[config.mk]
export PLATFORM = sky130hd
export DESIGN_NAME = gs_wb_arbiter
export DESIGN_NICKNAME = d
export VERILOG_FILES = /design/src/rtl/gs_wb_arbiter.sv
export SDC_FILE = /design/constraint.sdc
export NUM_CORES = 1
export LEC_CHECK = 0
export CORE_ASPECT_RATIO = 1.25
export CORE_MARGIN = 3
export CORE_UTILIZATION = 35
export DETAILED_ROUTE_END_ITERATION = 12
export PLACE_DENSITY_LB_ADDON = 0.15
export SLEW_MARGIN = 40
export SYNTH_ARGS = -nofsm -noshare
export SYNTH_HDL_FRONTEND = slang
export SYNTH_SLANG_ARGS = --single-unit
[constraint.sdc]
create_clock -name clk -period 2.65 [get_ports clk]
set_input_delay 0.53 -clock clk [delete_from_list [all_inputs] [get_ports clk]]
set_output_delay 0.53 -clock clk [all_outputs]
set_load 0.01 [all_outputs]
[src/rtl/gs_wb_arbiter.sv]
// Writeback arbiter: round-robin sharing of the single register-file write port
// between NUM_REQ sources, with a registered write port and x0 write suppression.
module gs_wb_arbiter #(
    parameter int NUM_REQ = 3,
    parameter int CNT_W   = 16
) (
    input  logic                  clk,
    input  logic                  rst,
    input  logic                  flush,
    input  logic [NUM_REQ-1:0]    req_valid,
    input  logic [NUM_REQ*5-1:0]  req_rd_addr,
    input  logic [NUM_REQ*32-1:0] req_rd_data,
    output logic [NUM_REQ-1:0]    req_ready,
    output logic                  rd_wen,
    output logic [4:0]            rd_addr,
    output logic [31:0]           rd_data,
    output logic [CNT_W-1:0]      stall_cnt
);

    localparam int PTR_W = (NUM_REQ > 1) ? $clog2(NUM_REQ) : 1;
    localparam logic [PTR_W-1:0] LAST_IDX = PTR_W'(NUM_REQ - 1);
    localparam logic [PTR_W:0]   NUM_REQ_W = (PTR_W + 1)'(NUM_REQ);

    function automatic logic [31:0] count_ones(input logic [NUM_REQ-1:0] vec);
        logic [31:0] n;
        n = 32'd0;
        for (int i = 0; i < NUM_REQ; i++) begin
            n = n + 32'(vec[i]);
        end
        return n;
    endfunction

    logic [PTR_W-1:0]   rr_ptr_r;
    logic               rd_wen_r;
    logic [4:0]         rd_addr_r;
    logic [31:0]        rd_data_r;
    logic [CNT_W-1:0]   stall_cnt_r;

    logic               grant_hit_s;
    logic [PTR_W-1:0]   grant_idx_s;
    logic [NUM_REQ-1:0] grant_s;
    logic               xfer_s;
    logic               multi_s;
    logic               cnt_max_s;
    logic [4:0]         sel_addr_s;
    logic [31:0]        sel_data_s;

    // Scan sources starting at rr_ptr, wrapping, and pick the first valid one.
    always_comb begin
        logic [PTR_W:0] pos;
        pos         = '0;
        grant_hit_s = 1'b0;
        grant_idx_s = '0;
        for (int k = 0; k < NUM_REQ; k++) begin
            pos = {1'b0, rr_ptr_r} + (PTR_W + 1)'(k);
            if (pos >= NUM_REQ_W) begin
                pos = pos - NUM_REQ_W;
            end else begin
                pos = pos;
            end
            if (!grant_hit_s && req_valid[pos[PTR_W-1:0]]) begin
                grant_hit_s = 1'b1;
                grant_idx_s = pos[PTR_W-1:0];
            end else begin
                grant_hit_s = grant_hit_s;
            end
        end
    end

    // One-hot grant, blocked entirely during reset or flush.
    always_comb begin
        grant_s = '0;
        if (!rst && !flush && grant_hit_s) begin
            grant_s[grant_idx_s] = 1'b1;
        end else begin
            grant_s = '0;
        end
    end

    // AND-OR mux of the granted source's address and data.
    always_comb begin
        sel_addr_s = 5'd0;
        sel_data_s = 32'd0;
        for (int i = 0; i < NUM_REQ; i++) begin
            if (grant_s[i]) begin
                sel_addr_s = sel_addr_s | req_rd_addr[5*i +: 5];
                sel_data_s = sel_data_s | req_rd_data[32*i +: 32];
            end else begin
                sel_addr_s = sel_addr_s;
                sel_data_s = sel_data_s;
            end
        end
    end

    assign xfer_s    = |grant_s;
    assign multi_s   = (count_ones(req_valid) >= 32'd2);
    assign cnt_max_s = (stall_cnt_r == {CNT_W{1'b1}});

    // Round-robin pointer: moves past the winner only when a transfer happens.
    always_ff @(posedge clk) begin
        if (rst) begin
            rr_ptr_r <= '0;
        end else if (xfer_s) begin
            rr_ptr_r <= (grant_idx_s == LAST_IDX) ? '0 : grant_idx_s + PTR_W'(1);
        end else begin
            rr_ptr_r <= rr_ptr_r;
        end
    end

    // Write port register; x0 targets are consumed but never enabled, since the
    // register-file bypass matches on address alone.
    always_ff @(posedge clk) begin
        if (rst) begin
            rd_wen_r  <= 1'b0;
            rd_addr_r <= 5'd0;
            rd_data_r <= 32'd0;
        end else if (xfer_s) begin
            rd_wen_r  <= (sel_addr_s != 5'd0);
            rd_addr_r <= sel_addr_s;
            rd_data_r <= sel_data_s;
        end else begin
            rd_wen_r  <= 1'b0;
            rd_addr_r <= rd_addr_r;
            rd_data_r <= rd_data_r;
        end
    end

    // Saturating count of contended cycles.
    always_ff @(posedge clk) begin
        if (rst) begin
            stall_cnt_r <= '0;
        end else if (!flush && multi_s && !cnt_max_s) begin
            stall_cnt_r <= stall_cnt_r + CNT_W'(1);
        end else begin
            stall_cnt_r <= stall_cnt_r;
        end
    end

    assign req_ready = grant_s;
    assign rd_wen    = rd_wen_r;
    assign rd_addr   = rd_addr_r;
    assign rd_data   = rd_data_r;
    assign stall_cnt = stall_cnt_r;

endmodule

==> results of run 1 <==
## per-stage QoR
step           cell area (um^2)  total power, mW  std cells  TNS (ns)
2_1_floorplan              3150             2.64        387         0
3_3_place_gp               5080             3.68        673     -3.88
3_5_place_dp               5080             3.73        673     -6.48
4_1_cts                    5260             4.39        686   -0.0564
5_1_grt                    5320             4.74        688    -0.109
6_report                   5320             4.43        688  -0.00107
## power by group through the flow
stage | clock network [mW] | registers, mW | logic (mW)
after floorplan | 0 | 1.31 | 1.33
after global placement | 0 | 1.20 | 2.48
after detailed placement | 0 | 1.21 | 2.52
after CTS | 0.577 | 1.20 | 2.61
after global routing | 0.610 | 1.23 | 2.90
final | 0.557 | 1.20 | 2.68
## cell type report
class / count / area, um^2
Multi-Input combinational cell: 290 / 1940
Clock buffer: 6 / 72.6
Timing Repair Buffer: 205 / 1970
Clock inverter: 2 / 35.0
Inverter: 9 / 33.8
Tap cell: 120 / 150
Fill cell: 826 / 3430
Sequential cell: 56 / 1130
## sequential cells by signal (all words and copies together), names as in the netlist
register   flops
rr_ptr_r       2
rd_wen         1
rd_addr        5
rd_data       32
stall_cnt     16
## path summary, 6_finish.rpt
check / cells past startpoint / start / end / slack (ns)
setup / recovery: 7 / req_valid[2] / req_ready[0] / -0.001
hold / removal: 2 / rd_addr[4]$_SDFFE_PP0N_ / rd_addr[4]$_SDFFE_PP0N_ / 0.46
setup reg to reg: 11 / rr_ptr_r[0]$_SDFFE_PP0N_ / rd_addr[3]$_SDFFE_PP0N_ / 0.20
hold reg to reg: 2 / rd_addr[4]$_SDFFE_PP0N_ / rd_addr[4]$_SDFFE_PP0N_ / 0.46
## per-layer routing
metal | global-route usage | vias up
met5 | 0 | -
met4 | 0.0604 | 0
met3 | 0.0523 | 18
met2 | 0.373 | 117
met1 | 0.244 | 1699
li1 | - | 1787
## what timing repair did
| action | in CTS | in global routing |
|---|---|---|
| resized for setup | 23 | 14 |
| pin swaps | 5 | 4 |
| buffers inserted | 5 | 2 |
| setup endpoints to repair | 3 | 9 |
| cloned | 0 | 0 |
## logic make-up (layout without fill, tap and decap cells)
logic type               Yosys count  in the layout
AO/OA/AOI/OAI                     99             99
XOR/XNOR                          13             13
adder cells (fa/ha/maj)            6              6
buffers and inverters             41            222
flip-flops                        56             56
multiplexers                       7              7
AND/OR/NAND/NOR                  165            165
## worst min-delay path: cells and delay by family, from the launching register on
kind	cells	cell delay (ns)
compound gates	1	0.05
buf+inv	1	0.06
flops	1	0.32
## cells in the final DEF (no fill, tap or decap), types with 5 or more instances in the layout
cell type and instances:
nand2_1 9, a211oi_1 32, xnor2_1 7, and3_1 34, clkbuf_8 5, nand3_1 35
xor2_1 6, a21oi_1 8, o31ai_1 32, inv_1 6, nand4_1 7, clkdlybuf4s50_1 168
dfxtp_1 54, buf_4 31, nor2_1 54
==> results.cfg, run 1 <==
[sta]
worst_clock_skew_ns = 0.00626
period_minus_slack_ns = 2.65
period_share = 1.00
drv_slew = 0
hold_viol = 0
slew_headroom = 0.733
setup_viol = 1
holdWs_ns = 0.465
layout_setup_ws_ns = -0.00107
fmax_mhz = 377
worst_pin_slew_ns = 0.401
rsz0062_at_grt = yes

[cells_and_area]
nets = 690
utilization = 0.608
drive_gt1_frac = 0.121
diodes = 0
area_growth_pct = 68.8

[clock_network]
cts_num_sinks = 56
clk_pin_slew_ns = 0.09
clockBufferDepth = 2
cts_tree = done
cts-root-buf = clkbuf_8
cts-buffers-inserted = 5
htree_levels = 2
hold_buffers = 0
clock_latency_ns = 0.31

[synthesis]
synthXorXnorAreaFrac = 0.0361
synthFlopType = dfxtp_1
postSynthCellCount = 387
synth_nets = 510
yosysSeqAreaShare = 0.356
yosys.cell_types.count = 42
synth_area_leader_cell = dfxtp_1
synth_seq_cells = 56
muxShareOfSynthArea = 0.0234
synth_top_area_frac = 0.356
async_flop_share = 0
yosysWarnings = 0
netlist_top_cells_count = dfxtp_1, nor2_1, nand3_1, and3_1
synth-adder-area-share = 0.0238
synth-compound-area-share = 0.238
yosys-top-cells-area = dfxtp_1, a211oi_1, o31ai_1
synthSimpleGateAreaFrac = 0.264
syn_area_mm2 = 0.00315
syn_avg_cell_area_um2 = 8.15
synth_top_family_by_area = simple AND/OR/NAND/NOR gates
synth_edf_count = 0

[critical_path]
path_cells = clkdlybuf4s50_1 > and3b_1 > o22ai_2 > a31oi_2 > nor2_1 > nor3_4 > buf_2
startpoint_type = input port
required_ns = 2.12
crit_type = input port to primary output
critPathTopFamily = buffers and inverters
end_kind = primary output
slowest_delay_ns = 0.58
crit_buf_inv = 2
cp_slowest_cell = clkdlybuf4s50_1
critPathArrivalTime_ns = 2.12
critPathMaxFanout = 4

[route]
top_layer_used = met4
wirelength_um = 11000
viasPerCell = 5.26
dr_wl_met2_um = 5610
drt-initial-drc-count = 160
antenna_left = 0
first_pass_iters = 4
met1Wirelength_um = 4500
wire_per_inst_um = 16.0
route.met3.wl_um = 668
drc_errors = 0
vias = 3621

[status]
violations = negative setup slack
outcome = finished with violations

[global_route]
grt_usage = 0.208
grt_start_max_net_pins = 40
grt_pass1_wl_um = 17600
grt-ovfl-total = 0
antenna_found_initial = 0
grt_pass1_vias = 3527

[power]
p_seq_frac = 0.270
worst_ir_drop_vdd_mv = 0.480
p_int_mw = 2.67
clockPowerShare = 0.126
sw_frac_of_total = 0.398
p_switching_mw = 1.76
powerDensity_mw_per_mm2 = 833
combPwrFrac = 0.604
leakage_nw = 2.03

[floorplan]
start_util = 0.360
die_w_um = 90.9
die_y_um = 112
num_rows = 38
pin_count = 174
core_area_mm2 = 0.00875
die_area_mm2 = 0.0102

[placed_design]
portBuffers = 173
place_ws_ns = -0.589
gp_congestion = 0.794
hpwl_um = 7890

[worst_hold_path]
hold_class = register to register

[flow_run]
cap_viol_max_count = 0
No activity file was read; power rests on OpenSTA's default activity.
==> inputs of run 2 (changes only) <==
- SLEW_MARGIN: 40 -> default
==> results of run 2 <==
The final DEF is identical to that of run 1; final timing and power are the same.
